**src/rtl/i2s_stereo_rx_if.sv**
```systemverilog
// Bundles the synchronized I2S serial lines and the stereo sample outputs of i2s_stereo_rx.
// The master side drives the serial stream; the slave side is the receiver.
interface i2s_stereo_rx_if #(
   parameter int WIDTH = 16
);
   logic                    serial_clk_sync;
   logic                    lr_clk_sync;
   logic                    serial_in_sync;
   logic signed [WIDTH-1:0] left_out;
   logic signed [WIDTH-1:0] right_out;
   logic signed [WIDTH-1:0] mono_out;
   logic                    data_rdy;
   logic                    frame_err;

   modport master (
      output serial_clk_sync, lr_clk_sync, serial_in_sync,
      input  left_out, right_out, mono_out, data_rdy, frame_err
   );

   modport slave (
      input  serial_clk_sync, lr_clk_sync, serial_in_sync,
      output left_out, right_out, mono_out, data_rdy, frame_err
   );
endinterface

```
**src/rtl/i2s_stereo_rx.sv**
```systemverilog
// I2S stereo deserialiser: pairs left/right WIDTH-bit words and strobes data_rdy or frame_err.
// Optional feature macro I2S_MONO_SUM_EN adds a registered (L+R)/2 output on mono_out.
module i2s_stereo_rx #(
   parameter int WIDTH = 16
) (
   input  logic          clk,
   input  logic          rst,
   i2s_stereo_rx_if.slave bus_io
);
   localparam int CNT_W = (WIDTH > 1) ? $clog2(WIDTH) : 1;
   localparam logic [CNT_W-1:0] LAST_BIT = CNT_W'(WIDTH - 1);

   typedef enum logic [1:0] {S_IDLE, S_SHIFT, S_WAIT} state_t;

   state_t                  state_q, state_d;
   logic [CNT_W-1:0]        bit_cnt_q, bit_cnt_d;
   logic [WIDTH-1:0]        shift_q, shift_d;
   logic                    slot_q, slot_d;
   logic signed [WIDTH-1:0] left_hold_q, left_hold_d;
   logic                    left_valid_q, left_valid_d;
   logic signed [WIDTH-1:0] left_out_q, left_out_d;
   logic signed [WIDTH-1:0] right_out_q, right_out_d;
   logic                    data_rdy_q, data_rdy_d;
   logic                    frame_err_q, frame_err_d;
   logic                    sclk_q;
   logic                    lr_q, lr_d;
   logic                    bck_edge;
   logic                    lr_trans;
   logic [WIDTH-1:0]        word_c;

`ifdef I2S_MONO_SUM_EN
   logic signed [WIDTH-1:0] mono_q, mono_d;

   // Sign-extend to WIDTH+1 bits so the sum cannot wrap; dropping the LSB floors toward -inf.
   function automatic logic signed [WIDTH-1:0] mono_sum(input logic signed [WIDTH-1:0] l,
                                                         input logic signed [WIDTH-1:0] r);
      logic signed [WIDTH:0] s;
      s = $signed({l[WIDTH-1], l}) + $signed({r[WIDTH-1], r});
      return s[WIDTH:1];
   endfunction
`endif

   assign bck_edge = bus_io.serial_clk_sync & ~sclk_q;
   assign lr_trans = bck_edge & (bus_io.lr_clk_sync != lr_q);
   assign word_c   = {shift_q[WIDTH-2:0], bus_io.serial_in_sync};

   always_comb begin
      state_d      = state_q;
      bit_cnt_d    = bit_cnt_q;
      shift_d      = shift_q;
      slot_d       = slot_q;
      left_hold_d  = left_hold_q;
      left_valid_d = left_valid_q;
      left_out_d   = left_out_q;
      right_out_d  = right_out_q;
      data_rdy_d   = 1'b0;
      frame_err_d  = 1'b0;
      lr_d         = lr_q;
`ifdef I2S_MONO_SUM_EN
      mono_d       = mono_q;
`endif
      if (bck_edge) begin
         lr_d = bus_io.lr_clk_sync;
         // The bit sampled on a transition edge is the I2S delay bit and is never shifted in.
         if (lr_trans) begin
            if (state_q == S_SHIFT) begin
               frame_err_d  = 1'b1;
               left_valid_d = 1'b0;
            end
            state_d   = S_SHIFT;
            bit_cnt_d = '0;
            slot_d    = bus_io.lr_clk_sync;
         end else if (state_q == S_SHIFT) begin
            shift_d = word_c;
            if (bit_cnt_q == LAST_BIT) begin
               state_d = S_WAIT;
               if (!slot_q) begin
                  left_hold_d  = $signed(word_c);
                  left_valid_d = 1'b1;
               end else if (left_valid_q) begin
                  left_out_d   = left_hold_q;
                  right_out_d  = $signed(word_c);
                  data_rdy_d   = 1'b1;
                  left_valid_d = 1'b0;
`ifdef I2S_MONO_SUM_EN
                  mono_d       = mono_sum(left_hold_q, $signed(word_c));
`endif
               end
            end else begin
               bit_cnt_d = bit_cnt_q + CNT_W'(1);
            end
         end
      end
   end

   always_ff @(posedge clk) begin
      if (rst) begin
         state_q      <= S_IDLE;
         bit_cnt_q    <= '0;
         shift_q      <= '0;
         slot_q       <= 1'b0;
         left_hold_q  <= '0;
         left_valid_q <= 1'b0;
         left_out_q   <= '0;
         right_out_q  <= '0;
         data_rdy_q   <= 1'b0;
         frame_err_q  <= 1'b0;
         sclk_q       <= 1'b0;
         lr_q         <= 1'b0;
`ifdef I2S_MONO_SUM_EN
         mono_q       <= '0;
`endif
      end else begin
         state_q      <= state_d;
         bit_cnt_q    <= bit_cnt_d;
         shift_q      <= shift_d;
         slot_q       <= slot_d;
         left_hold_q  <= left_hold_d;
         left_valid_q <= left_valid_d;
         left_out_q   <= left_out_d;
         right_out_q  <= right_out_d;
         data_rdy_q   <= data_rdy_d;
         frame_err_q  <= frame_err_d;
         sclk_q       <= bus_io.serial_clk_sync;
         lr_q         <= lr_d;
`ifdef I2S_MONO_SUM_EN
         mono_q       <= mono_d;
`endif
      end
   end

   assign bus_io.left_out  = left_out_q;
   assign bus_io.right_out = right_out_q;
   assign bus_io.data_rdy  = data_rdy_q;
   assign bus_io.frame_err = frame_err_q;
`ifdef I2S_MONO_SUM_EN
   assign bus_io.mono_out  = mono_q;
`else
   assign bus_io.mono_out  = '0;
`endif
endmodule

```
**src/flat_wrapper.sv**
```systemverilog
// flat-port wrapper written by rule: the top's interface ports become plain ports
module i2s_stereo_rx_flat 
#(
   parameter int WIDTH = 16
)
  (clk, rst, bus_io_serial_clk_sync, bus_io_lr_clk_sync, bus_io_serial_in_sync, bus_io_left_out, bus_io_right_out, bus_io_mono_out, bus_io_data_rdy, bus_io_frame_err);
  i2s_stereo_rx_if #(.WIDTH(WIDTH)) bus_io_i ();
  input  logic clk;
  input  logic rst;
  input wire logic [$bits(bus_io_i.serial_clk_sync)-1:0] bus_io_serial_clk_sync;
  input wire logic [$bits(bus_io_i.lr_clk_sync)-1:0] bus_io_lr_clk_sync;
  input wire logic [$bits(bus_io_i.serial_in_sync)-1:0] bus_io_serial_in_sync;
  output wire logic [$bits(bus_io_i.left_out)-1:0] bus_io_left_out;
  output wire logic [$bits(bus_io_i.right_out)-1:0] bus_io_right_out;
  output wire logic [$bits(bus_io_i.mono_out)-1:0] bus_io_mono_out;
  output wire logic [$bits(bus_io_i.data_rdy)-1:0] bus_io_data_rdy;
  output wire logic [$bits(bus_io_i.frame_err)-1:0] bus_io_frame_err;
  assign bus_io_i.serial_clk_sync = bus_io_serial_clk_sync;
  assign bus_io_i.lr_clk_sync = bus_io_lr_clk_sync;
  assign bus_io_i.serial_in_sync = bus_io_serial_in_sync;
  assign bus_io_left_out = bus_io_i.left_out;
  assign bus_io_right_out = bus_io_i.right_out;
  assign bus_io_mono_out = bus_io_i.mono_out;
  assign bus_io_data_rdy = bus_io_i.data_rdy;
  assign bus_io_frame_err = bus_io_i.frame_err;
  i2s_stereo_rx #(.WIDTH(WIDTH)) u_core (.clk(clk), .rst(rst), .bus_io(bus_io_i));
endmodule
```
**config.mk**
```make
export PLATFORM = sky130hd
export DESIGN_NAME = i2s_stereo_rx_flat
export DESIGN_NICKNAME = d
export VERILOG_FILES = /design/src/rtl/i2s_stereo_rx_if.sv /design/src/rtl/i2s_stereo_rx.sv /design/src/flat_wrapper.sv
export SDC_FILE = /design/constraint.sdc
export NUM_CORES = 1
export LEC_CHECK = 0
export CORE_UTILIZATION = 40
export DETAILED_ROUTE_END_ITERATION = 8
export GPL_ROUTABILITY_DRIVEN = 0
export REMOVE_ABC_BUFFERS = 1
export SYNTH_ARGS = -nofsm -noshare
export SYNTH_HDL_FRONTEND = slang
export SYNTH_SLANG_ARGS = --single-unit
```
**constraint.sdc**
```tcl
create_clock -name clk -period 2 [get_ports clk]
set_input_delay 0.4 -clock clk [delete_from_list [all_inputs] [get_ports clk]]
set_output_delay 0.4 -clock clk [all_outputs]
set_load 0.03 [all_outputs]
```
==> qor.tcl, run 1 <==
set qor(detail_route.iter0.violations) 46
set qor(die_x_um) 91.5
set qor(mappedNetlistArea_um2) 3200
set qor(holdPathStages) 2
set qor(num_io_pins) 55
set qor(numCtsBuffers) 9
set qor(worst_path_dominant_cell_family) {buffers and inverters}
set qor(worstRegToRegCells) 5
set qor(grt_overflow_total) 0
set qor(drive_above_1_share_pct) 10.4
set qor(synth.ff_latch_count) 75
set qor(critical_path_buf_inv_count) 1
set qor(hold_path_class) {input port to flip-flop}
set qor(final-max-slew-violation-count) 0
set qor(layout_common_cells) {75 x dfxtp_1, 67 x nand2b_1, 49 x mux2i_1, 37 x clkdlybuf4s50_1, 22 x a21oi_1}
set qor(ant_nets) 0
set qor(cpMaxStageDelayCell) {clkdlybuf4s50_1}
set qor(cts-hold-fix-buffers) 0
set qor(grt_max_degree) 47
set qor(initial_core_util_pct) 41.4
set qor(syn_avg_cell_area_um2) 10.1
set qor(post-cts-setup-buffer-count) 0
set qor(via_per_inst) 4.71
set qor(route.final.wire_length_um) 5600
set qor(core_um2) 7730
set qor(cts-resized-gates) 0
set qor(fill_cells) 741
set qor(yosysWarningCount) 0
set qor(crit_chain) {clkdlybuf4s50_1}
set qor(rows) 32
set qor(power_density_over_the_cells_nw_per_um2) 756
set qor(cp-start-kind) {flip-flop}
set qor(hold_violations) 0
set qor(n_antenna_cell) 0
set qor(grt_antenna_before_repair) 0
set qor(place_worst_setup_slack_ns) -0.129
set qor(fin_crit_ns) 1.77
set qor(netlist-cell-type-count) 32
set qor(io_port_bufs) 38
set qor(path_class) {flip-flop to primary output}
set qor(report.final.setup_viol) 0
set qor(clock_skew_after_layout_ns) 0.00843
set qor(max_freq_mhz) 565
set qor(maxcap_violations) 0
set qor(holdWs_ns) 0.290
set qor(die_y_um) 91.5
set qor(power_mw) 2.94
set qor(routed_wire_length_per_instance_um) 12.0
set qor(cts_tree) {done}
set qor(cts.sink_count) 75
set qor(crit_arrival_ns) 1.37
set qor(max-clock-path-buffers) 2
set qor(post_synth_inst_count) 318
set qor(p_leak_nw) 1.46
set qor(path_clk_slew_ns) 0.08
set qor(clkLatencyLatePin_ns) 0.34
set qor(share_of_synthesized_area_occupied_by_flip_flops_and_latches_pct) 46.9
set qor(total_number_of_cells_along_the_worst_setup_path) 1
set qor(fin_nets) 367
set qor(dr_total_vias) 2202
set qor(final.period_utilization_pct) 88.5
set qor(most_common_cell_after_layout_fill_and_taps_aside) {dfxtp_1}
set qor(worstPathMaxFanout) 2
set qor(design.die.area_um2) 8360
set qor(outcome) {completed}
set qor(vias_in_the_first_global_route) 2073
set qor(tritonroute_pass_1_iters) 4
set qor(synth_edf_count) 0
set qor(syn_to_final_growth_pct) 21.3
set qor(vdd_drop_max_mv) 0.443
set qor(rsz0062_at_grt) {false}
set qor(synth-main-ff-cell) {dfxtp_1}
set qor(timing.critical_path.to_type) {primary output}
set qor(cp.required_ns) 1.60
set qor(fin_util_pct) 50.2
set qor(place.detailed.hpwl_um) 3680
set qor(first_pass_grt_wire_length_um) 9660
set qor(route.detailed.drc) 0
set qor(cpPeakStageDelay_ns) 0.68
set qor(grt_util_all_layers_pct) 14.3
set qor(htreeDepth) 3
set qor(postSynth.asyncResetShare_pct) 0
set qor(timing.final.ws_setup_ns) 0.230
set qor(cts_root_buffer) {clkbuf_8}
[metal layers]
metal / up-vias / global-route usage, % / wire length [µm]
met5: - / 0 / 0
met4: 0 / 3.97 / 39
met3: 5 / 4.77 / 219
met2: 38 / 22.9 / 2620
met1: 1022 / 18.4 / 2720
li1: 1137 / - / -
[cell families after synthesis]
family | synth area share, %
simple gates | 21.2
flops | 46.9
mux | 15.3
compound gates | 7.51
buf+inv | 7.97
xor+xnor | 0.547
fa+ha+maj | 0.391
other cells | 0.117
[cells in the mapped netlist, types with 2 or more instances]
cell,n,share of area [%]
nand2b_1,67,13
buf_6,2,0.70
dfxtp_1,75,47
nor2_1,2,0.23
clkbuf_1,15,1.8
or3_1,3,0.59
buf_4,17,4.0
nor3_1,3,0.47
a21oi_1,22,3.4
buf_12,2,1.3
o211ai_1,2,0.47
o21ai_0,20,3.1
nand2_1,3,0.35
mux2i_1,49,15
nand3_1,17,2.7
nor2b_1,2,0.39
nor4_4,2,1.3
[worst paths after layout]
kind / from / endpoint / slack [ns]
worst max register to register: u_core.bit_cnt_q[0] / u_core.bus_io.right_out[15] / 0.34
worst max-delay path: u_core.bus_io.left_out[15] / bus_io_left_out[15] / 0.23
worst min-delay path: rst / u_core.state_q[0] / 0.29
worst min register to register: u_core.shift_q[12] / u_core.shift_q[13] / 0.47
[flip-flops by register name, indices dropped and copies added (netlist names)]
| name | cells |
|---|---|
| u_core.slot_q | 1 |
| u_core.sclk_q | 1 |
| u_core.bus_io.right_out | 16 |
| u_core.left_valid_q | 1 |
| u_core.lr_q | 1 |
| u_core.left_hold_q | 16 |
| u_core.bus_io.data_rdy | 1 |
| u_core.bit_cnt_q | 4 |
| u_core.bus_io.left_out | 16 |
| u_core.shift_q | 15 |
| u_core.bus_io.frame_err | 1 |
| u_core.state_q | 2 |
[per-stage QoR]
stage / instances / cell area (µm²) / TNS, ns
after detailed placement: 452 / 3670 / -3.86
after global placement: 452 / 3670 / -2.81
after floorplan: 296 / 3010 / -12.00
after global routing: 468 / 3880 / 0
after CTS: 468 / 3880 / 0
final: 468 / 3880 / 0
[layout make-up]
class	instances	area, µm²	area share (%)
Sequential cell	75	1500	38.7
Inverter	1	3.75	0.0967
Timing Repair Buffer	54	533	13.7
Clock inverter	7	92.6	2.38
Tap cell	102	128	3.29
Clock buffer	9	124	3.19
Multi-Input combinational cell	220	1500	38.6
[power by group]
part | internal [mW] | switching (mW) | leakage, nW | total [mW]
sequential | 1.50 | 0.00823 | 0.605 | 1.51
combinational | 0.0588 | 0.115 | 0.740 | 0.174
clock | 0.700 | 0.555 | 0.113 | 1.25
Power figures use the tool's default switching activity.
==> run 2, diff against run 1 <==
==> constraint.sdc (replaced) <==
create_clock -name clk -period 2 [get_ports clk]
set_input_delay 0.3 -clock clk [delete_from_list [all_inputs] [get_ports clk]]
set_output_delay 0.3 -clock clk [all_outputs]
set_load 0.03 [all_outputs]
==> run 2 against run 1 <==
Against the previous run:
- clock power increased by 7%
- flip-flop and latch count unchanged
- critical path type unchanged
- critical path depth unchanged
- via count increased by 1.5%
- cell area increased by 0.23%
==> qor.tcl, run 2 (synthesis gave the netlist of run 1 again) <==
set qor(r2r-end) {u_core.left_hold_q[0]}
set qor(detail_route.iter0.violations) 89 ;# +93%
set qor(maxcap_violations) 0 ;# unchanged
set qor(fin_nets) 364 ;# -0.82%
set qor(core_um2) 7730 ;# unchanged
set qor(io_port_bufs) 38 ;# unchanged
set qor(clkLatencyLatePin_ns) 0.34 ;# about the same
set qor(n_antenna_cell) 0 ;# unchanged
set qor(path_clk_slew_ns) 0.08 ;# about the same
set qor(ant_nets) 0 ;# unchanged
set qor(final.period_utilization_pct) 84.8 ;# -3.7 points
set qor(hold_path_class) {input port to flip-flop}
set qor(worstPathMaxFanout) 2 ;# unchanged
set qor(crit_arrival_ns) 1.40 ;# +0.03 ns
set qor(holdPathStages) 2 ;# unchanged
set qor(critical_path_buf_inv_count) 1 ;# unchanged
set qor(fin_setup_tns_ns) 0 ;# unchanged
set qor(rows) 32 ;# unchanged
set qor(tritonroute_pass_1_iters) 4 ;# unchanged
set qor(vias_in_the_first_global_route) 2091 ;# +0.87%
set qor(die_y_um) 91.5 ;# unchanged
set qor(cts_root_buffer) {clkbuf_8}
set qor(grt_max_degree) 47 ;# unchanged
set qor(cp-endpoint) {bus_io_left_out[15]}
set qor(place.detailed.hpwl_um) 3660 ;# -0.53%
set qor(grt_busiest_layer) {met2}
set qor(gr-usage-met2_pct) 23.5 ;# +0.63 points
set qor(grt_util_all_layers_pct) 14.5 ;# +0.22 points
set qor(place.detailed.instances) 449 ;# -0.66%
set qor(first_pass_grt_wire_length_um) 9690 ;# +0.35%
set qor(stdcell_area_um2) 3890 ;# +0.23%
set qor(clock_skew_after_layout_ns) 0.00422 ;# -0.00421 ns
set qor(cts-hold-fix-buffers) 0 ;# unchanged
set qor(rsz0062_at_grt) {false}
set qor(die_x_um) 91.5 ;# unchanged
set qor(report.final.setup_viol) 0 ;# unchanged
set qor(worstRegToRegCells) 6 ;# +1
set qor(initial_core_util_pct) 41.4 ;# unchanged
set qor(critical_path.reg2reg.startpoint) {u_core.bit_cnt_q[0]}
set qor(cpMaxStageDelayCell) {clkdlybuf4s50_1}
set qor(timing.critical_path.to_type) {primary output}
set qor(cp-start-kind) {flip-flop}
set qor(groute.layer.met1.usage_pct) 18.2 ;# -0.18 points
set qor(via_per_inst) 4.81 ;# +2.2%
set qor(route.final.wire_length_um) 5690 ;# +1.7%
set qor(numCtsBuffers) 9 ;# unchanged
set qor(cts.sink_count) 75 ;# unchanged
set qor(final-max-slew-violation-count) 0 ;# unchanged
set qor(num_io_pins) 55 ;# unchanged
set qor(design.die.area_um2) 8360 ;# unchanged
set qor(grt_overflow_total) 0 ;# unchanged
set qor(fin_crit_ns) 1.70 ;# -0.0736 ns
set qor(post-cts-setup-buffer-count) 0 ;# unchanged
set qor(routed_wire_length_per_instance_um) 12.2 ;# +2.3%
set qor(most_common_cell_after_layout_fill_and_taps_aside) {dfxtp_1}
set qor(power_mw) 3.02 ;# +2.8%
set qor(dpl_cell_area_um2) 3660 ;# -0.27%
set qor(setup.reg_to_reg.worst_slack_ns) 0.31 ;# -0.03 ns
set qor(p_leak_nw) 1.45 ;# -0.65%
set qor(syn_to_final_growth_pct) 21.6
set qor(layout_common_cells) {75 x dfxtp_1, 67 x nand2b_1, 49 x mux2i_1, 37 x clkdlybuf4s50_1, 22 x a21oi_1}
set qor(cpPeakStageDelay_ns) 0.68 ;# about the same
set qor(dr_total_vias) 2235 ;# +1.5%
set qor(max_freq_mhz) 590 ;# +4.3%
set qor(power_density_over_the_cells_nw_per_um2) 776 ;# +2.6%
set qor(cp.required_ns) 1.70 ;# +0.10 ns
set qor(grt_antenna_before_repair) 0 ;# unchanged
set qor(route.detailed.drc) 0 ;# unchanged
set qor(total_number_of_cells_along_the_worst_setup_path) 1 ;# unchanged
set qor(path_class) {flip-flop to primary output}
set qor(htreeDepth) 3 ;# unchanged
set qor(cts_tree) {done}
set qor(fin_util_pct) 50.4 ;# +0.11 points
set qor(grt_util_met3_pct) 5.28 ;# +0.50 points
set qor(vdd_drop_max_mv) 0.426 ;# -3.8%
set qor(cts-resized-gates) 0 ;# unchanged
set qor(final_cells) 465 ;# -0.64%
set qor(max-clock-path-buffers) 2 ;# unchanged
set qor(worst_path_dominant_cell_family) {buffers and inverters}
set qor(hold_violations) 0 ;# unchanged
set qor(outcome) {completed}
set qor(drive_above_1_share_pct) 9.64 ;# -0.74 points
set qor(crit_chain) {clkdlybuf4s50_1}
set qor(critical_path.startpoint) {u_core.bus_io.left_out[15]}
## run 2: changes by cell type in the layout (fill, tap and decap cells not counted), sizes merged
cell	previous run	this run
clkinv	5	0
inv	1	2
clkbuf	9	11
clkinvlp	0	2
buf	17	14
## run 2: how the worst min path moves through the flow
stage                     slack (ns)                          to                       start
final                           0.26           u_core.state_q[0]                         rst
after global routing            0.27                 u_core.lr_q                         rst
after CTS                       0.25           u_core.state_q[0]                         rst
after detailed placement        0.46  u_core.bus_io.left_out[13]  u_core.bus_io.left_out[13]
after global placement          0.46  u_core.bus_io.left_out[12]  u_core.bus_io.left_out[12]
after floorplan                 0.37           u_core.shift_q[0]                         rst
## run 2: metrics by stage
stage / hold slack (ns) / setup WS (ns)
after floorplan: 0.369 / -0.389
after global placement: 0.462 / -0.00228
after detailed placement: 0.462 / -0.0293
after CTS: 0.247 / 0.275
after global routing: 0.266 / 0.177
final: 0.260 / 0.304
## run 2: layout make-up
class	instances	area, µm²
Fill cell	737	3840
Sequential cell	75	1500
Multi-Input combinational cell	220	1500
Timing Repair Buffer	51	523
Clock buffer	11	151
Tap cell	102	128
Clock inverter	5	83.8
Inverter	1	3.75
## run 2: metal layers
layer  part of all wire, %  vias to the layer above
li1                      -                     1133
met1                    47                     1056
met2                    48                       44
met3                   4.1                        2
met4                  0.51                        0
met5                     0                        -
## run 2: power by group
group | internal, mW | leakage [nW] | switching (mW)
registers | 1.50 | 0.605 | 0.00833
logic | 0.0584 | 0.732 | 0.117
clock network | 0.775 | 0.112 | 0.561
